<file path="src/rtl/dcache_tag_ctrl.sv">
// Data-cache tag RAM controller: arbitrates flush, update and lookup clients onto one RAM port.
// Define DCACHE_TAG_INIT_EN to sweep-invalidate every set automatically after reset.
module dcache_tag_ctrl #(
  parameter int NUM_SETS   = 32,
  parameter int ADDR_WIDTH = $clog2(NUM_SETS),
  parameter int NUM_COL    = 4,
  parameter int COL_WIDTH  = 8,
  parameter int DATA_WIDTH = NUM_COL * COL_WIDTH,
  parameter int TAG_WIDTH  = 24
) (
  input  logic                  clk,
  input  logic                  rst_n,
  input  logic                  lkup_req_i,
  input  logic [ADDR_WIDTH-1:0] lkup_addr_i,
  input  logic [TAG_WIDTH-1:0]  lkup_tag_i,
  output logic                  lkup_ready_o,
  output logic                  lkup_done_o,
  output logic                  lkup_hit_o,
  output logic                  lkup_dirty_o,
  output logic [TAG_WIDTH-1:0]  lkup_rtag_o,
  input  logic                  upd_req_i,
  input  logic [ADDR_WIDTH-1:0] upd_addr_i,
  input  logic [TAG_WIDTH-1:0]  upd_tag_i,
  input  logic                  upd_valid_i,
  input  logic                  upd_dirty_i,
  output logic                  upd_ready_o,
  input  logic                  flush_req_i,
  output logic                  flush_done_o,
  output logic                  ram_req_o,
  output logic [NUM_COL-1:0]    ram_wr_en_o,
  output logic [ADDR_WIDTH-1:0] ram_addr_o,
  output logic [DATA_WIDTH-1:0] ram_wdata_o,
  input  logic [DATA_WIDTH-1:0] ram_rdata_i,
  output logic [1:0]            dbg_state_o
);

  // Handshake: a request transfers in any cycle where req and ready are both high;
  // ready is combinational from state and the higher-priority requests (flush > update > lookup).
  typedef enum logic [1:0] {S_IDLE, S_RD_WAIT, S_RESP, S_FLUSH} state_t;

`ifdef DCACHE_TAG_INIT_EN
  localparam state_t RST_STATE = S_FLUSH;
`else
  localparam state_t RST_STATE = S_IDLE;
`endif

  state_t                state;
  logic [ADDR_WIDTH-1:0] flush_cnt;
  logic [TAG_WIDTH-1:0]  cmp_tag;
  logic                  in_idle;
  logic                  upd_acc;
  logic                  lkup_acc;
  logic                  sweep;
  logic                  unused_rdata;

  // Upper RAM bits carry nothing; they are always written zero.
  assign unused_rdata = ^ram_rdata_i[DATA_WIDTH-1:TAG_WIDTH+2];
  assign dbg_state_o  = state;

  always_comb begin
    in_idle      = (state == S_IDLE);
    upd_ready_o  = in_idle && !flush_req_i;
    lkup_ready_o = in_idle && !flush_req_i && !upd_req_i;
    // Nothing is issued to the RAM while reset is held.
    upd_acc      = rst_n && upd_ready_o && upd_req_i;
    lkup_acc     = rst_n && lkup_ready_o && lkup_req_i;
    sweep        = rst_n && (state == S_FLUSH);
  end

  always_comb begin
    ram_req_o   = 1'b0;
    ram_wr_en_o = '0;
    ram_addr_o  = '0;
    ram_wdata_o = '0;
    if (sweep) begin
      ram_req_o   = 1'b1;
      ram_wr_en_o = '1;
      ram_addr_o  = flush_cnt;
    end else if (upd_acc) begin
      ram_req_o   = 1'b1;
      ram_wr_en_o = '1;
      ram_addr_o  = upd_addr_i;
      ram_wdata_o[TAG_WIDTH+1:0] = {upd_dirty_i, upd_valid_i, upd_tag_i};
    end else if (lkup_acc) begin
      ram_req_o  = 1'b1;
      ram_addr_o = lkup_addr_i;
    end
  end

  always_ff @(posedge clk or negedge rst_n) begin
    if (!rst_n) begin
      state        <= RST_STATE;
      flush_cnt    <= '0;
      cmp_tag      <= '0;
      lkup_done_o  <= 1'b0;
      lkup_hit_o   <= 1'b0;
      lkup_dirty_o <= 1'b0;
      lkup_rtag_o  <= '0;
      flush_done_o <= 1'b0;
    end else begin
      lkup_done_o  <= 1'b0;
      flush_done_o <= 1'b0;
      case (state)
        S_IDLE: begin
          if (flush_req_i) begin
            state     <= S_FLUSH;
            flush_cnt <= '0;
          end else if (lkup_acc) begin
            cmp_tag <= lkup_tag_i;
            state   <= S_RD_WAIT;
          end
        end
        S_RD_WAIT: begin
          // Read data is valid now; result outputs hold until the next lookup completes.
          lkup_hit_o   <= ram_rdata_i[TAG_WIDTH] && (ram_rdata_i[TAG_WIDTH-1:0] == cmp_tag);
          lkup_dirty_o <= ram_rdata_i[TAG_WIDTH+1];
          lkup_rtag_o  <= ram_rdata_i[TAG_WIDTH-1:0];
          lkup_done_o  <= 1'b1;
          state        <= S_RESP;
        end
        S_RESP: begin
          state <= S_IDLE;
        end
        S_FLUSH: begin
          if (flush_cnt == ADDR_WIDTH'(NUM_SETS - 1)) begin
            flush_cnt    <= '0;
            flush_done_o <= 1'b1;
            state        <= S_IDLE;
          end else begin
            flush_cnt <= flush_cnt + 1'b1;
          end
        end
        default: state <= S_IDLE;
      endcase
    end
  end

endmodule

</file>
<file path="config.mk">
export PLATFORM = sky130hd
export DESIGN_NAME = dcache_tag_ctrl
export DESIGN_NICKNAME = d
export VERILOG_FILES = /design/src/rtl/dcache_tag_ctrl.sv
export SDC_FILE = /design/constraint.sdc
export NUM_CORES = 1
export LEC_CHECK = 0
export CAP_MARGIN = 20
export CORE_MARGIN = 10
export CORE_UTILIZATION = 35
export CTS_CLUSTER_DIAMETER = 50
export DETAILED_ROUTE_END_ITERATION = 10
export PLACE_DENSITY = 0.77
export SYNTH_ARGS = -nofsm -noshare
export SYNTH_HDL_FRONTEND = slang
export SYNTH_SLANG_ARGS = --single-unit
</file>
<file path="constraint.sdc">
create_clock -name clk -period 1.6 [get_ports clk]
set_input_delay 0.32 -clock clk [delete_from_list [all_inputs] [get_ports clk]]
set_output_delay 0.32 -clock clk [all_outputs]
set_load 0.02 [all_outputs]
</file>
==> results of run 1 <==
[timing repair]
item / CTS / global route
resized for setup: 297 / 20
endpoints found under the setup margin: 94 / 88
setup buffers: 14 / 5
cloned: 4 / 1
hold endpoints to repair: 0 / 0
pin swaps: 3 / 7
[critical path, cell delays in order, from the launching register on]
cell	delay (ns)
dfrtp_2	0.41
or3_4	0.42
inv_4	0.07
and3_4	0.22
buf_6	0.11
a21o_4	0.12
or2_4	0.12
buf_6	0.11
[registers in the layout, indices dropped and copies added, names as in the netlist]
signal and count:
dbg_state_o 2, lkup_dirty_o 1, cmp_tag 24, lkup_hit_o 1, flush_done_o 1, lkup_done_o 1
flush_cnt 5, lkup_rtag_o 24
[path summary, 6_finish.rpt]
path,startpoint,endpoint,cells past startpoint
max,dbg_state_o[1],ram_req_o,7
max in group asynchronous,rst_n,cmp_tag[8],3
min,rst_n,dbg_state_o[0],3
min reg2reg,lkup_rtag_o[16],lkup_rtag_o[16],2
min in group clk,lkup_rtag_o[16],lkup_rtag_o[16],2
max reg2reg,dbg_state_o[1],cmp_tag[1],8
[synthesized netlist by cell type (4+ instances only)]
cell | n | area [µm²]
and2_1 | 32 | 200.2
nand2_1 | 83 | 311.6
and3_1 | 5 | 31.28
a21oi_1 | 4 | 20.02
mux2_1 | 18 | 202.7
a22oi_1 | 5 | 37.54
clkbuf_1 | 5 | 18.77
buf_6 | 4 | 45.04
o21ai_0 | 10 | 50.05
xnor2_1 | 24 | 210.2
buf_4 | 10 | 75.07
nand4_1 | 5 | 31.28
nor2_1 | 4 | 15.01
dfrtp_1 | 59 | 1476
mux2_2 | 7 | 78.83
[layout by cell type, fill, tap and decap left out, types with 2 or more instances in the layout]
cell type and count:
o21ai_1 7, o22ai_1 2, and2_1 4, buf_4 32, inv_4 2, dfrtp_1 57
nand4_1 5, conb_1 6, and2_2 2, nand2_1 83, mux2_4 24, and2_4 26
nor3_1 2, nor2_1 4, buf_12 4, bufinv_16 2, and3_1 3, buf_6 43
dlygate4sd2_1 28, a22oi_1 5, o21ai_0 2, clkbuf_8 11, buf_16 3, a22o_1 2
xnor2_1 24, nand2b_4 2, clkdlybuf4s50_1 89, dfrtp_2 2, and3_4 2, a21oi_1 4
[cell type report]
type                       count  area (µm²)  area share
clock buffer                  11       151.4     0.02726
clock inverter                 4       73.82     0.01329
tap                          105       131.4     0.02366
multi-input combinational    225        1619      0.2916
inverter                       2       12.51    0.002253
sequential                    59        1479      0.2663
timing repair buffer         204        2086      0.3756
[metal layers]
layer | routed length [µm] | GRT usage | vias to the layer above
met4 | 95 | 0.03130 | 0
met3 | 717 | 0.05018 | 10
li1 | - | - | 1382
met1 | 4808 | 0.2223 | 1435
met5 | 0 | 0 | -
met2 | 6262 | 0.3164 | 104
[where the power goes]
group / total (mW) / switching (mW) / leakage, nW / internal (mW)
Sequential: 2.57 / 0.406 / 0.736 / 2.16
Combinational: 4.17 / 2.01 / 1.80 / 2.16
Clock: 1.54 / 0.586 / 0.115 / 0.953
Total: 8.27 / 3.00 / 2.65 / 5.27
[cell families after synthesis]
family                   count (synthesis)  synth area share
AND/OR/NAND/NOR                        142            0.2247
flip-flops                              59            0.4892
multiplexers                            26           0.09660
AO/OA/AOI/OAI                           25           0.05058
buffers and inverters                   25           0.05970
XOR/XNOR                                24           0.06965
adder cells (fa/ha/maj)                  2          0.008291
other                                    1          0.001243
==> impl_results.md, run 1 <==
- Hold WS: 0.03809 ns
- Clock latency on the worst-skew pair: between 0.3 and 0.4 ns
- Fmax: 448.5 MHz
- Final WS setup: -0.6297 ns
- PwrDens: 1490 mW/mm²
- Total power: slightly above 8 mW
- Clock transition at the registers of the reported paths: ~0.070 ns
- Clock sinks: 59
- Initial core utilization: 0.3636
- Via count: 2931
- GPL Wtd Cong: 0.7948
- Total grt overflow: 0
- Seq cells post-synth: 59
- Post-Layout Cell Count: just over 600
- DRT antenna net count: 0
- Critical path arrival: 1.91 ns
- Most used flip-flop cell after synthesis: dfrtp_1
- Period utilisation layout: 1.394
- Status: complete, but fails checks
- Vias per cell: between 4 and 5
- Register area share after synthesis: 0.4892
- Final #Nets: 600
- Post-place setup slack: -1.081 ns
- EDFF count, synth: 0
- Antenna diode count: 0
- Post-Syn Area: 0.003018 mm²
- Drt total wl: 11.88 mm
- Placed Instance Area: 0.004942 mm²
- IO Pins: 171
- CTS Buffer Depth: 2
- CP startpoint kind: flop
- Max Cap Viol: 0
- R2R setup slack: -0.42 ns
- Die area: 0.01274 mm²
- Placed cells: 577
- Avg Cell Area, Syn: 9.927 µm²
- Largest fanout on the critical path: 5
- Dpl hpwl: 8.377 mm
- Clock Root Buffer: clkbuf_8
- Min cycle time layout: 2.230 ns
- Syn Inst Count: between 300 and 400
- RSZ-0062 raised after global routing: true
- CTS tree: yes
- Clk_skew: 0.006162 ns
- Crit Path Class: flop to output port
- Pins Over Slew Limit: 0
- Total Routing Usage GR: 0.1823
- Area delta synth->final: 84.00%
- Yosys cell types: 34
- Rows: 33
- Clock buffer count from CTS: 9
- Share of cells above drive strength 1: 0.3406
- # hold bufs at CTS: 0
- TNS Setup: -30.22 ns
- Die width: 112.9 µm
- Util after Layout: 0.6691
- Vias in the first global route: approximately 3200
- Syn. warnings: 0
- Drt wl/cell: 19.48 µm
- Final Hold Fails: 0
- DRT iter0 DRCs: 129
- Critical path capture point type: output port
- Initial antenna violation count: 0
- Worst Path Required: 1.28 ns
- Async S/R FF share, synth: 1.000
- Failing checks: setup timing
- Pin count of the biggest net entering global routing: 35
- Final setup viols: 66
- Finished Cell Area: roughly 0.0056 mm²
- Hold crit path type: input pin to async pin
- Core ar.: around 0.0083 mm²
- Maximum vdd drop: 0.001104 V
- First-pass GRT wire length: 18.40 mm
- Drt pass-1 iters: 5
- Die H: 112.9 µm
- Leakage power: 2.655 nW
- DRC viols: 0
- H-tree levels: 3
- Port Buffers: 158
- Fill cells: between 600 and 700
(Power assumes the default switching activity.)
==> run 2: changes to the inputs <==
--- a/config.mk
+++ b/config.mk
@@ -7,10 +7,9 @@
 export LEC_CHECK = 0
 export CAP_MARGIN = 20
 export CORE_MARGIN = 10
-export CORE_UTILIZATION = 35
+export CORE_UTILIZATION = 25
 export CTS_CLUSTER_DIAMETER = 50
 export DETAILED_ROUTE_END_ITERATION = 10
-export PLACE_DENSITY = 0.77
 export SYNTH_ARGS = -nofsm -noshare
 export SYNTH_HDL_FRONTEND = slang
 export SYNTH_SLANG_ARGS = --single-unit
==> constraint.sdc (replaced) <==
create_clock -name clk -period 1.9 [get_ports clk]
set_input_delay 0.38 -clock clk [delete_from_list [all_inputs] [get_ports clk]]
set_output_delay 0.38 -clock clk [all_outputs]
set_load 0.02 [all_outputs]
==> run 2 against run 1 <==
The run still ends with setup timing left. Non-clock buffer count fell by 17. Hold slack improved by 0.12 ns. Core utilization decreased by 22 points. Sequential power fell by 16%. First-iteration DRC count shrank 36%. Combinational power down 26%. Cell count rose by 4.3%. Clock-buffer cell count unchanged. Final area shrank 3.2%. Sequential share of layout area rose by 0.89 points. Critical path type unchanged. Critical endpoint is now ram_wdata_o[1]. Largest power group unchanged. Highest routed layer unchanged.
==> impl_results.md, run 2 (synthesized netlist as in run 1, its figures left out) <==
- Fill cells: 1106
- Rows: 40
- Clock Root Buffer: clkbuf_16
- Drt pass-1 iters: 4
- Initial antenna violation count: 0
- Initial core utilization: 0.2534
- PwrDens: 1279 mW/mm²
- Final Hold Fails: 0
- Most common cell after layout, fill and taps aside: clkdlybuf4s50_1
- Drt wl/cell: 17.31 µm
- RSZ-0062 raised after global routing: true
- Min cycle time layout: 2.239 ns
- Dpl hpwl: 8.805 mm
- Hold crit path type: input pin to async pin
- Post-place setup slack: -0.9148 ns
- Antenna diode count: 0
- Clock buffer count from CTS: 9
- H-tree levels: 3
- DRT iter0 DRCs: 82
- Worst Tran Pin Value: 0.5722 ns
- Top Registers: cmp_tag: 24 flops, lkup_rtag_o: 24 flops, flush_cnt: 5 flops
- Period utilisation layout: 1.179
- CTS tree: yes
- Largest fanout on the critical path: 8
- Total grt overflow: 0
- Post-Layout Cell Count: approximately 640
- Area occupied by multi-input gates: 0.001483 mm²
- Die area: 0.01687 mm²
- TNS Setup: -10.20 ns
- Via count: between 2000 and 3000
- Final setup viols: 36
- # hold bufs at CTS: 0
- Clock latency on the worst-skew pair: 0.33 ns
- DRT antenna net count: 0
- Critical path capture point type: output port
- Total power: 6.875 mW
- Register area: ~0.0015 mm²
- Final WS setup: -0.3393 ns
- Area delta synth->final: 78.07%
- First-pass GRT wire length: 16.59 mm
- Clock transition at the registers of the reported paths: 0.05 ns
- Util after Layout: 0.4512
- Fmax: 446.6 MHz
- Share of cells above drive strength 1: 0.2658
- CTS Buffer Depth: 2
- Failing checks: setup timing
- Placed Instance Area: roughly 0.0049 mm²
- Drt total wl: around 11 mm
- GPL Wtd Cong: ~0.76
- Max-slew headroom: 0.6186
- Clk_skew: 0.004229 ns
- Crit Path Class: flop to output port
- Max Cap Viol: 0
- IO Pins: ~170
- Pins Over Slew Limit: 0
- Worst Path Required: 1.52 ns
- Clock sinks: 59
- Commonest non-fill, non-tap cells in the layout: clkdlybuf4s50_1 (115), nand2_1 (83), dfrtp_1 (57)
- Vias per cell: 4.407
- Finished Cell Area: 0.005374 mm²
- DRC viols: 0
- Status: complete, but fails checks
- Maximum vdd drop: roughly 0.00058 V
- Core ar.: 0.01191 mm²
- Die H: around 130 µm
- Hold WS: 0.1569 ns
- Port Buffers: 158
- Leakage power: 2.440 nW
- Placed cells: 615
- Critical path arrival: 1.86 ns
- Final #Nets: 583
- Pin count of the biggest net entering global routing: 44
- CP startpoint kind: flop
- Vias in the first global route: 2955
- Total Routing Usage GR: 0.1278
- Die width: 129.9 µm
[run 2: worst paths after layout]
check                                 end  slack, ns  cells past startpoint            from
max                        ram_wdata_o[1]      -0.34                      7  dbg_state_o[0]
max reg2reg                    cmp_tag[8]       0.15                      5  dbg_state_o[1]
min reg2reg                lkup_rtag_o[3]       0.47                      2  lkup_rtag_o[3]
min in group clk           lkup_rtag_o[3]       0.47                      2  lkup_rtag_o[3]
max in group asynchronous      cmp_tag[3]       1.31                      2           rst_n
min                        dbg_state_o[1]       0.16                      3           rst_n
[run 2: cell type report]
cell class	instances	share of cell area
well taps	147	0.03423
inverters	2	0.001863
repair buffers	187	0.3579
clock buffers	11	0.04517
multi-input cells	225	0.2759
flip-flops and latches	59	0.2752
clock inverters	5	0.009779
[run 2: report_power, final]
group,switching [mW],internal (mW),leakage [nW]
clock network,0.569,1.04,0.145
registers,0.340,1.82,0.736
logic,1.52,1.58,1.56
[run 2: worst max-delay path, stage by stage (launching register included)]
cell and delay, ns:
dfrtp_2 0.39, or3_4 0.40, inv_4 0.06, and3_4 0.21, buf_12 0.12, buf_16 0.11, and2_4 0.13, buf_6 0.11
[run 2: what timing repair did]
action                                  4_1_cts  5_1_grt
gates resized for setup                     224       14
setup buffers                                 3        1
endpoints found under the setup margin       64       61
gates cloned                                  1        0
pin swaps                                    10        4
[run 2: per-layer routing]
metal	up-vias	wire length, µm	GRT usage
met4	0	143	0.05093
met5	-	0	0
met1	1300	4466	0.1398
met2	152	5132	0.2136
li1	1341	-	-
met3	10	1269	0.05598
==> patch, RTL diff (settings of run 2) <==
Register the output `dbg_state_o` once more, cleared by the reset; this adds one clock of latency there. The other outputs are not delayed to match.
--- a/src/rtl/dcache_tag_ctrl.sv
+++ b/src/rtl/dcache_tag_ctrl.sv
@@ -57,3 +57,9 @@
   assign unused_rdata = ^ram_rdata_i[DATA_WIDTH-1:TAG_WIDTH+2];
-  assign dbg_state_o  = state;
+  always_ff @(posedge clk or negedge rst_n) begin
+    if (!rst_n) begin
+      dbg_state_o <= '0;
+    end else begin
+      dbg_state_o <= state;
+    end
+  end
 
Function: changed (a bounded check fails within 4 cycles, from zero or initial values and one cycle with rst_n low).
==> patch against run 2 <==
The flow still finishes with violations (negative setup slack). Fmax is 11% higher. Sequential power is 5% higher. Clock skew is 0.0047 ns higher. Worst setup slack better by 0.22 ns. Total power is 3.9% higher. Routed wire length is 3.1% higher. Area after synthesis is 3.1% higher. Sequential cell count is 2 higher. Worst hold slack better by 0.052 ns. Combinational power is 4% higher. Cell area is 2.2% higher. Largest power group unchanged.
==> patch: results (changes against run 2) <==
Status -> complete, but fails checks
Violated checks -> negative setup slack
Mux share of post-synthesis cell area -> 11.0% (+1.3 points)
Metal-1 WL -> 4.72 mm (+5.6%)
Worst rel slew slack -> 55.3% (-6.6 points)
Dpl cells -> 628 (+2.1%)
Syn avg cell area -> 10.3 µm² (+4.1%)
GRT met2 Usage -> 22.7% (+1.3 points)
Most frequent cells after synthesis -> 78 x nand2_1, 61 x dfrtp_1, 27 x and2_1
Sequential fraction of the synthesis area -> 49.1% (+0.13 points)
Internal power -> 0.00466 W (+5.0%)
Worst R2R Setup Slack -> 0.06 ns (-0.09 ns)
Setup Skew -> 0.00888 ns (+0.00465 ns)
End of the critical path -> ram_wdata_o[24]
Layout Nets -> 579 (-0.69%)
Worst IR Drop VDD -> 0.000584 V (+0.86%)
DR WL met2 -> 5.99 mm (+17%)
Total number of vias -> 2,785 (-0.64%)
R2r endpoint -> flush_cnt[3]$_DFFE_PN0P_
XOR/XNOR share of the synthesized area -> 6.76% (-0.21 points)
Total GRT Usage -> 12.8% (+0.041 points)
PnR worst setup slack -> -0.122 ns (+0.217 ns)
TNS Setup -> -2.66 ns (+7.54 ns)
Met3 Use GR -> 3.58% (-2.0 points)
Met3 Wirelength -> 545 µm (-57%)
Synth unique cells -> 36 (+5.9%)
Worst Path Max Fanout -> 7 (-1)
Complex-gate fraction of the synthesized area -> 6.51% (+1.5 points)
Layout cells sized above 1 -> 29.1% (+2.5 points)
Pin count of the biggest net entering global routing -> 52 (+18%)
LEAKAGE -> 2.53 nW (+3.6%)
Met1 usage -> 14.9% (+0.95 points)
Final setup fails -> 27 (-25%)
Drt first-iter violations -> 121 (+48%)
-- patch: what timing repair did --
action,4_1_cts,5_1_grt
setup endpoints to repair,62,39
setup buffers,8,1
gates resized for setup,232,7
gates cloned,2,0
pin swaps,3,8
-- patch: power groups by stage --
stage          registers (W)  clock network, W  logic, W
2_1_floorplan        0.00257                 0   0.00144
3_3_place_gp         0.00226                 0   0.00310
3_5_place_dp         0.00229                 0   0.00313
4_1_cts              0.00227           0.00169   0.00322
5_1_grt              0.00234           0.00174   0.00352
6_report             0.00227           0.00164   0.00323
-- patch: final cells by class --
| type | count | area, µm² |
|---|---|---|
| clock buffers | 11 | 253 |
| clock inverters | 4 | 47.5 |
| fillers | 1176 | 6620 |
| inverters | 3 | 11.3 |
| multi-input cells | 219 | 1560 |
| flip-flops and latches | 61 | 1530 |
| well taps | 168 | 210 |
| repair buffers | 186 | 1880 |
